$ cat config.mk
export PLATFORM = sky130hd
export DESIGN_NAME = line_clear_engine
export DESIGN_NICKNAME = d
export VERILOG_FILES = /design/src/rtl/line_clear_engine.sv
export SDC_FILE = /design/constraint.sdc
export NUM_CORES = 1
export LEC_CHECK = 0
export CAP_MARGIN = 10
export CELL_PAD_IN_SITES_DETAIL_PLACEMENT = 2
export CELL_PAD_IN_SITES_GLOBAL_PLACEMENT = 2
export CORE_ASPECT_RATIO = 0.6
export CORE_MARGIN = 1
export CORE_UTILIZATION = 28
export DETAILED_ROUTE_END_ITERATION = 6
export HOLD_SLACK_MARGIN = 0.03
export PLACE_DENSITY = 0.79
export SYNTH_ARGS = -nofsm -noshare
export SYNTH_HDL_FRONTEND = slang
export SYNTH_SLANG_ARGS = --single-unit
$ cat constraint.sdc
create_clock -name clk -period 4.85 [get_ports clk]
set_input_delay 0.485 -clock clk [delete_from_list [all_inputs] [get_ports clk]]
set_output_delay 0.485 -clock clk [all_outputs]
set_load 0.01 [all_outputs]
$ cat src/rtl/line_clear_engine.sv
// line_clear_engine: drops every full row of a ROWS x COLS playfield and collapses the rest downward; done pulses ROWS+k+1 cycles
// after the start edge, start is ignored while busy (no backpressure). Define LINE_CLEAR_SCORE_EN to add the saturating score output.
module line_clear_engine #(
  parameter int ROWS = 20,
  parameter int COLS = 10
) (
  input  logic                       clk,
  input  logic                       rst_n,
  input  logic                       start,
  input  logic [ROWS-1:0][COLS-1:0]  screen_in,
  output logic                       busy,
  output logic                       done,
  output logic [ROWS-1:0][COLS-1:0]  screen_out,
  output logic [4:0]                 lines_cleared,
  output logic [15:0]                total_lines
`ifdef LINE_CLEAR_SCORE_EN
  ,
  output logic [19:0]                score
`endif
);

  localparam int RW = (ROWS > 1) ? $clog2(ROWS) : 1;
  localparam logic [RW-1:0] LAST = RW'(ROWS - 1);

  typedef enum logic [1:0] {IDLE, SCAN, SHIFT, DONE} state_t;

  state_t                      state;
  logic [ROWS-1:0][COLS-1:0]   buffer;
  logic [ROWS-1:0][COLS-1:0]   shifted;
  logic [RW-1:0]               r;
  logic [4:0]                  k;
  logic [15:0]                 tot_q;
  logic [16:0]                 tot_sum;
  logic                        row_full;
  logic                        shifted_full;

  // Rows at and above r move down by one; the top row is always refilled with zeros.
  always_comb begin
    shifted = buffer;
    for (int i = 0; i < ROWS - 1; i++) begin
      if (i >= int'(r)) shifted[i] = buffer[i+1];
    end
    shifted[ROWS-1] = '0;
  end

  assign row_full     = &buffer[r];
  assign shifted_full = &shifted[r];
  assign tot_sum      = {1'b0, tot_q} + {12'd0, k};
  assign total_lines  = tot_q;

`ifdef LINE_CLEAR_SCORE_EN
  logic [19:0] score_q;
  logic [20:0] score_sum;
  logic [10:0] gain;

  always_comb begin
    gain = 11'd0;
    case (k)
      5'd0:    gain = 11'd0;
      5'd1:    gain = 11'd40;
      5'd2:    gain = 11'd100;
      5'd3:    gain = 11'd300;
      default: gain = 11'd1200;
    endcase
  end

  assign score_sum = {1'b0, score_q} + {10'd0, gain};
  assign score     = score_q;
`endif

  always_ff @(posedge clk) begin
    if (!rst_n) begin
      state         <= IDLE;
      busy          <= 1'b0;
      done          <= 1'b0;
      screen_out    <= '0;
      lines_cleared <= '0;
      tot_q         <= '0;
      buffer        <= '0;
      r             <= '0;
      k             <= '0;
`ifdef LINE_CLEAR_SCORE_EN
      score_q       <= '0;
`endif
    end else begin
      case (state)
        IDLE: begin
          done <= 1'b0;
          busy <= start;
          if (start) begin
            buffer <= screen_in;
            r      <= '0;
            k      <= '0;
            state  <= SCAN;
          end
        end
        SCAN: begin
          if (row_full) begin
            state <= SHIFT;
          end else if (r == LAST) begin
            state <= DONE;
          end else begin
            r <= r + 1'b1;
          end
        end
        SHIFT: begin
          // The row falling into r is re-tested here, so a run of full rows costs one cycle per row.
          buffer <= shifted;
          k      <= k + 1'b1;
          if (!shifted_full) begin
            if (r == LAST) begin
              state <= DONE;
            end else begin
              r     <= r + 1'b1;
              state <= SCAN;
            end
          end
        end
        DONE: begin
          screen_out    <= buffer;
          lines_cleared <= k;
          tot_q         <= tot_sum[16] ? 16'hFFFF : tot_sum[15:0];
          done          <= 1'b1;
          state         <= IDLE;
`ifdef LINE_CLEAR_SCORE_EN
          score_q       <= score_sum[20] ? 20'hFFFFF : score_sum[19:0];
`endif
        end
        default: state <= IDLE;
      endcase
    end
  end

endmodule

==> results of run 1 <==
[stage by stage]
step | power, mW | hold WS, ns | area, um^2 | util | setup slack, ns
CTS | 12.8 | 0.263 | 28100 | 0.369 | 0.879
detailed placement | 9.09 | 0.489 | 26700 | 0.350 | 0.917
floorplan | 7.04 | 0.469 | 21700 | - | 1.26
finish | 12.8 | 0.298 | 28200 | 0.369 | 0.813
global placement | 8.92 | 0.478 | 26700 | 0.350 | 0.949
global route | 13.3 | 0.289 | 28100 | 0.369 | 0.636
[routing by layer]
layer | routed length [um] | GRT usage
met5 | 25 | 0
met4 | 1840 | 0.0532
met3 | 7380 | 0.0452
met2 | 48600 | 0.416
met1 | 51200 | 0.385
[flip-flops by register name, indices dropped and copies added (netlist names)]
register       count
buffer           200
state              2
screen_out       200
busy               1
k                  5
done               1
total_lines       16
r                  5
lines_cleared      5
[critical path: stages, from the launching register on]
cell	delay, ns
dfxtp_4	0.98
or3_1	0.67
nor3_1	0.17
o41ai_1	0.38
o2111a_1	0.23
and4_1	0.28
o211ai_2	0.16
o41ai_4	0.55
o21ai_0	0.19
a31oi_1	0.23
[layout make-up]
class / instances / share of cell area
Sequential cell: 435 / 0.310
Clock buffer: 58 / 0.0451
Antenna cell: 2 / 0.000178
Timing Repair Buffer: 459 / 0.162
Tap cell: 1040 / 0.0462
Multi-Input combinational cell: 1857 / 0.426
Inverter: 21 / 0.00307
Clock inverter: 19 / 0.00756
[worst paths after layout]
check | from | end | slack, ns | cells after the start
min reg2reg | screen_out[135] | screen_out[135] | 0.50 | 2
max reg2reg | r[2] | r[2] | 0.81 | 9
max | r[2] | r[2] | 0.81 | 9
min | rst_n | buffer[5] | 0.30 | 3
[report_power, final]
part | leakage, nW | internal (mW) | switching (mW)
clock | 0.730 | 2.07 | 1.60
sequential | 3.55 | 4.16 | 1.41
combinational | 4.96 | 1.35 | 2.24
total | 9.24 | 7.58 | 5.26
[layout by cell type, fill, tap and decap left out, types with 46 or more instances in the layout]
cell / netlist / routed
nand3_1: 46 / 46
or3_1: 178 / 178
mux2i_1: 243 / 243
dfxtp_1: 435 / 430
a21oi_1: 248 / 247
clkdlybuf4s50_1: 0 / 424
clkbuf_16: 0 / 49
nor2_1: 264 / 264
o21ai_0: 380 / 380
nand2_1: 92 / 92
[cell families after synthesis]
group,after synthesis
AO/OA/AOI/OAI,841
AND/OR/NAND/NOR,691
flip-flops,435
multiplexers,295
buffers and inverters,234
XOR/XNOR,16
adder cells (fa/ha/maj),14
==> impl_metrics.env, run 1 <==
export IMPL_startpoint_type="flip-flop"
export IMPL_grt_pass1_wl_mm=160
export IMPL_fillCellCount=8407
export IMPL_yosys_register_bits=435
export IMPL_yosysWarnings=0
export IMPL_drtPass1Iterations=5
export IMPL_min_path_type="in -> reg"
export IMPL_synth_top_family_by_area="compound AO/OA/AOI/OAI gates"
export IMPL_initial_core_util=0.285
export IMPL_ys_types=97
export IMPL_die_h_um=218
export IMPL_rsz0062_at_grt="no"
export IMPL_io_pins=426
export IMPL_yosysMostFrequentCell="dfxtp_1"
export IMPL_ir_drop_mv=0.335
export IMPL_drtIter0Drc=2033
export IMPL_syn_nets=2743
export IMPL_fmax_mhz=248
export IMPL_seqCellArea_um2=8720
export IMPL_synth_largest_area_cell="dfxtp_1"
export IMPL_drc=0
export IMPL_synthAdderAreaFrac=0.00840
export IMPL_async_flop_share=0
export IMPL_slew_headroom=0.0936
export IMPL_final_setup_skew_ns=0.0214
export IMPL_holdBufCountCts=0
export IMPL_ctsResizeCount=0
export IMPL_cts_tree="done"
export IMPL_ys_seq_area_frac=0.400
export IMPL_dpl_cell_count=3812
export IMPL_muxShareOfSynthArea=0.150
export IMPL_cap_violations=0
export IMPL_synth_cells=2526
export IMPL_layout_nets=3038
export IMPL_fin_crit_sh=0.832
export IMPL_grtUsageTotal=0.267
export IMPL_via_count=22400
export IMPL_drive_above_1_share=0.0674
export IMPL_arrival_ns=4.54
export IMPL_grt_overflow=0
export IMPL_slew_viol_final=0
export IMPL_power_density_nw_per_um2=456
export IMPL_place_gp_congestion=0.971
export IMPL_synthFlopType="dfxtp_1"
export IMPL_clkLatencyLatePin_ns=0.60
export IMPL_crit_path_end_kind="flip-flop"
export IMPL_synth_compound_area_share=0.226
export IMPL_htree_levels=2
export IMPL_routed_via_density=5.76
export IMPL_ys_top_cells_by_area="dfxtp_1 (40%), mux2i_1 (11%), o21ai_0 (8.7%)"
export IMPL_crit_fanout=67
export IMPL_crit_required_ns=5.35
export IMPL_ctsLongestPathBuffers=3
export IMPL_final_cell_count_no_fill=3891
export IMPL_setup_viol=0
export IMPL_clock_sinks=435
export IMPL_finalHoldViolations=0
export IMPL_leakagePower_nw=9.24
export IMPL_yosys_area_share_simple=0.159
export IMPL_critPathKind="reg -> reg"
export IMPL_clk_pin_slew_ns=0.07
export IMPL_cts_setup_buffers=0
export IMPL_drt_wl_total_mm=109
export IMPL_postRouteAntennaNets=0
export IMPL_setup_tns_ns=0
export IMPL_syn_area_per_cell_um2=8.61
export IMPL_die_x_um=362
export IMPL_fin_crit_ns=4.04
export IMPL_io_buffers=425
export IMPL_grt_max_degree=185
export IMPL_syn_area_um2=21700
export IMPL_antenna_found_initial=3
export IMPL_die_area_um2=78800
export IMPL_max_slew_worst_pin_slew_ns=1.36
export IMPL_cts_buffers=47
export IMPL_area_growth_pct=29.5
export IMPL_netlist_area_leader_share=0.400
export IMPL_multi_input_comb_area_um2=12000
export IMPL_yosys_area_share_xor_xnor=0.00644
export IMPL_wl_per_cell_um=28.0
export IMPL_first_global_vias=23100
export IMPL_outcome="finished clean"
export IMPL_hpwlAfterDp_mm=79.6
export IMPL_core_area_um2=76200
export IMPL_synth_common_cells="dfxtp_1 (435), o21ai_0 (380), nor2_1 (264)"
export IMPL_synth_edf_count=0
export IMPL_core_rowCount=78
export IMPL_cts_root_buf="clkbuf_16"
Note: power is estimated with default switching activity, not from simulation.
==> run 2, diff against run 1 <==
Clock period 4.85 ns to 4 ns, I/O delays scaled along.
==> run 2 against run 1 <==
Non-clock buffer count increased by 26. Final area increased by 1.6%. First-iteration DRC count is 2.8% higher. Core utilization grew 0.59 points. Fmax grew 7.3%. Count of clock-buffer cells in the layout grew 10. Register-to-register slack got worse by 0.58 ns. Global-route usage rose by 0.81 points. Sequential share of layout area down 0.49 points. Power up 26%. Critical path depth stayed put. Largest power group unchanged.
==> impl_metrics.env, run 2 (synthesis gave the netlist of run 1 again) <==
export IMPL_drtIter0Drc=2090
export IMPL_postRouteAntennaNets=0
export IMPL_place_gp_congestion=0.932
export IMPL_hpwlAfterDp_mm=80.4
export IMPL_leakagePower_nw=9.49
export IMPL_worstHoldPathCells=3
export IMPL_fin_crit_ns=3.76
export IMPL_initial_core_util=0.285
export IMPL_drt_wl_total_mm=112
export IMPL_final_setup_skew_ns=0.0263
export IMPL_htree_levels=2
export IMPL_grt_overflow=0
export IMPL_clkLatencyLatePin_ns=0.63
export IMPL_clk_pin_slew_ns=0.07
export IMPL_grt_max_degree=195
export IMPL_finalHoldViolations=0
export IMPL_antenna_found_initial=8
export IMPL_worstReg2RegStart="r[2]"
export IMPL_cap_violations=0
export IMPL_max_slew_worst_pin_slew_ns=1.24
export IMPL_min_path_type="in -> reg"
export IMPL_wl_per_cell_um=28.4
export IMPL_rsz0062_at_grt="no"
export IMPL_die_h_um=218
export IMPL_grtUsageTotal=0.275
export IMPL_hold_path_end="lines_cleared[3]"
export IMPL_critPathKind="reg -> reg"
export IMPL_crit_fanout=42
export IMPL_routed_via_density=5.77
export IMPL_setup_tns_ns=0
export IMPL_arrival_ns=4.27
export IMPL_ctsLongestPathBuffers=3
export IMPL_ir_drop_mv=0.330
export IMPL_drive_above_1_share=0.0803
export IMPL_cts_tree="done"
export IMPL_area_growth_pct=31.5
export IMPL_stdcell_area_um2=28600
export IMPL_final_common_cell="dfxtp_1"
export IMPL_setup_viol=0
export IMPL_via_count=22700
export IMPL_core_rowCount=78
export IMPL_grt_pass1_wl_mm=164
export IMPL_final_cell_count_no_fill=3934
export IMPL_regToRegEndpoint="state[0]"
export IMPL_die_x_um=362
export IMPL_p_total_mw=16.1
export IMPL_slew_viol_final=0
export IMPL_min_from="rst_n"
export IMPL_layout_nets=3065
export IMPL_startpoint_type="flip-flop"
export IMPL_drtPass1Iterations=5
export IMPL_drc=0
export IMPL_cts_root_buf="clkbuf_16"
export IMPL_fin_crit_sh=0.941
export IMPL_cts_setup_buffers=0
export IMPL_first_global_vias=23800
export IMPL_crit_required_ns=4.51
export IMPL_r2r_slack_ns=0.24
export IMPL_fmax_mhz=266
export IMPL_core_area_um2=76200
export IMPL_power_density_nw_per_um2=564
export IMPL_crit_path_end_kind="flip-flop"
export IMPL_clock_sinks=435
export IMPL_dpl_instance_area_um2=26900
export IMPL_ff2ff_path_depth=9
export IMPL_dpl_cell_count=3838
export IMPL_cts_buffers=48
export IMPL_setup_worst_path_start="r[2]"
export IMPL_io_buffers=425
export IMPL_slew_headroom=0.168
export IMPL_io_pins=426
export IMPL_die_area_um2=78800
export IMPL_outcome="finished clean"
export IMPL_final_cell_mix="dfxtp_1 (430), clkdlybuf4s50_1 (424), o21ai_0 (380)"
-- run 2: cell count changes in the layout (fill, tap and decap cells not counted), sizes merged --
cell	change
clkinvlp	-1
diode	+4
inv	+1
buf	+26
clkbuf	+10
clkinv	+3
-- run 2: timing repair --
item | CTS | global route
resized for setup | 0 | 1
hold buffers | 0 | 0
endpoints found under the setup margin | 0 | 1
-- run 2: metal layers --
layer | track usage | routed length, um
met1 | 0.396 | 52400
met2 | 0.426 | 49600
met3 | 0.0505 | 7800
met4 | 0.0581 | 2000
met5 | 0 | 69
-- run 2: worst max path at each step --
stage / cells after the start / slack, ns / end
finish: 9 / 0.24 / state[0]
global route: 10 / 0.09 / r[2]
CTS: 10 / 0.22 / state[0]
detailed placement: 10 / 0.29 / state[0]
global placement: 10 / 0.38 / state[0]
floorplan: 14 / 0.41 / state[0]
-- run 2: area by class of cell --
class                   count  area (um^2)
multi-input cells        1857        12000
fillers                  8367        47600
inverters                  21         86.3
well taps                1040         1300
clock buffers              68         1410
repair buffers            485         4810
flip-flops and latches    435         8720
diodes                      6         15.0
clock inverters            22          251
-- run 2: report_power, final --
group | total (mW) | switching (mW) | internal (mW)
Clock | 4.84 | 2.10 | 2.73
Combinational | 4.55 | 2.82 | 1.73
Sequential | 6.75 | 1.70 | 5.04
Total | 16.1 | 6.63 | 9.50
-- run 2: per-stage QoR --
| stage | util | worst slack (ns) | hold WS (ns) |
|---|---|---|---|
| 6_report | 0.375 | 0.236 | 0.387 |
| 5_1_grt | 0.375 | 0.0930 | 0.421 |
| 4_1_cts | 0.375 | 0.222 | 0.394 |
| 3_5_place_dp | 0.353 | 0.287 | 0.485 |
| 3_3_place_gp | 0.353 | 0.384 | 0.475 |
| 2_1_floorplan | - | 0.405 | 0.469 |
-- run 2: worst max-delay path, cell delays in order (launching register included) --
cell and delay (ns):
dfxtp_4 0.72, or3_1 0.66, nor3_1 0.16, o41ai_1 0.46, o2111a_1 0.23, and4_1 0.29
o211ai_2 0.15, o41a_1 0.50, and2_1 0.20, o221a_1 0.22
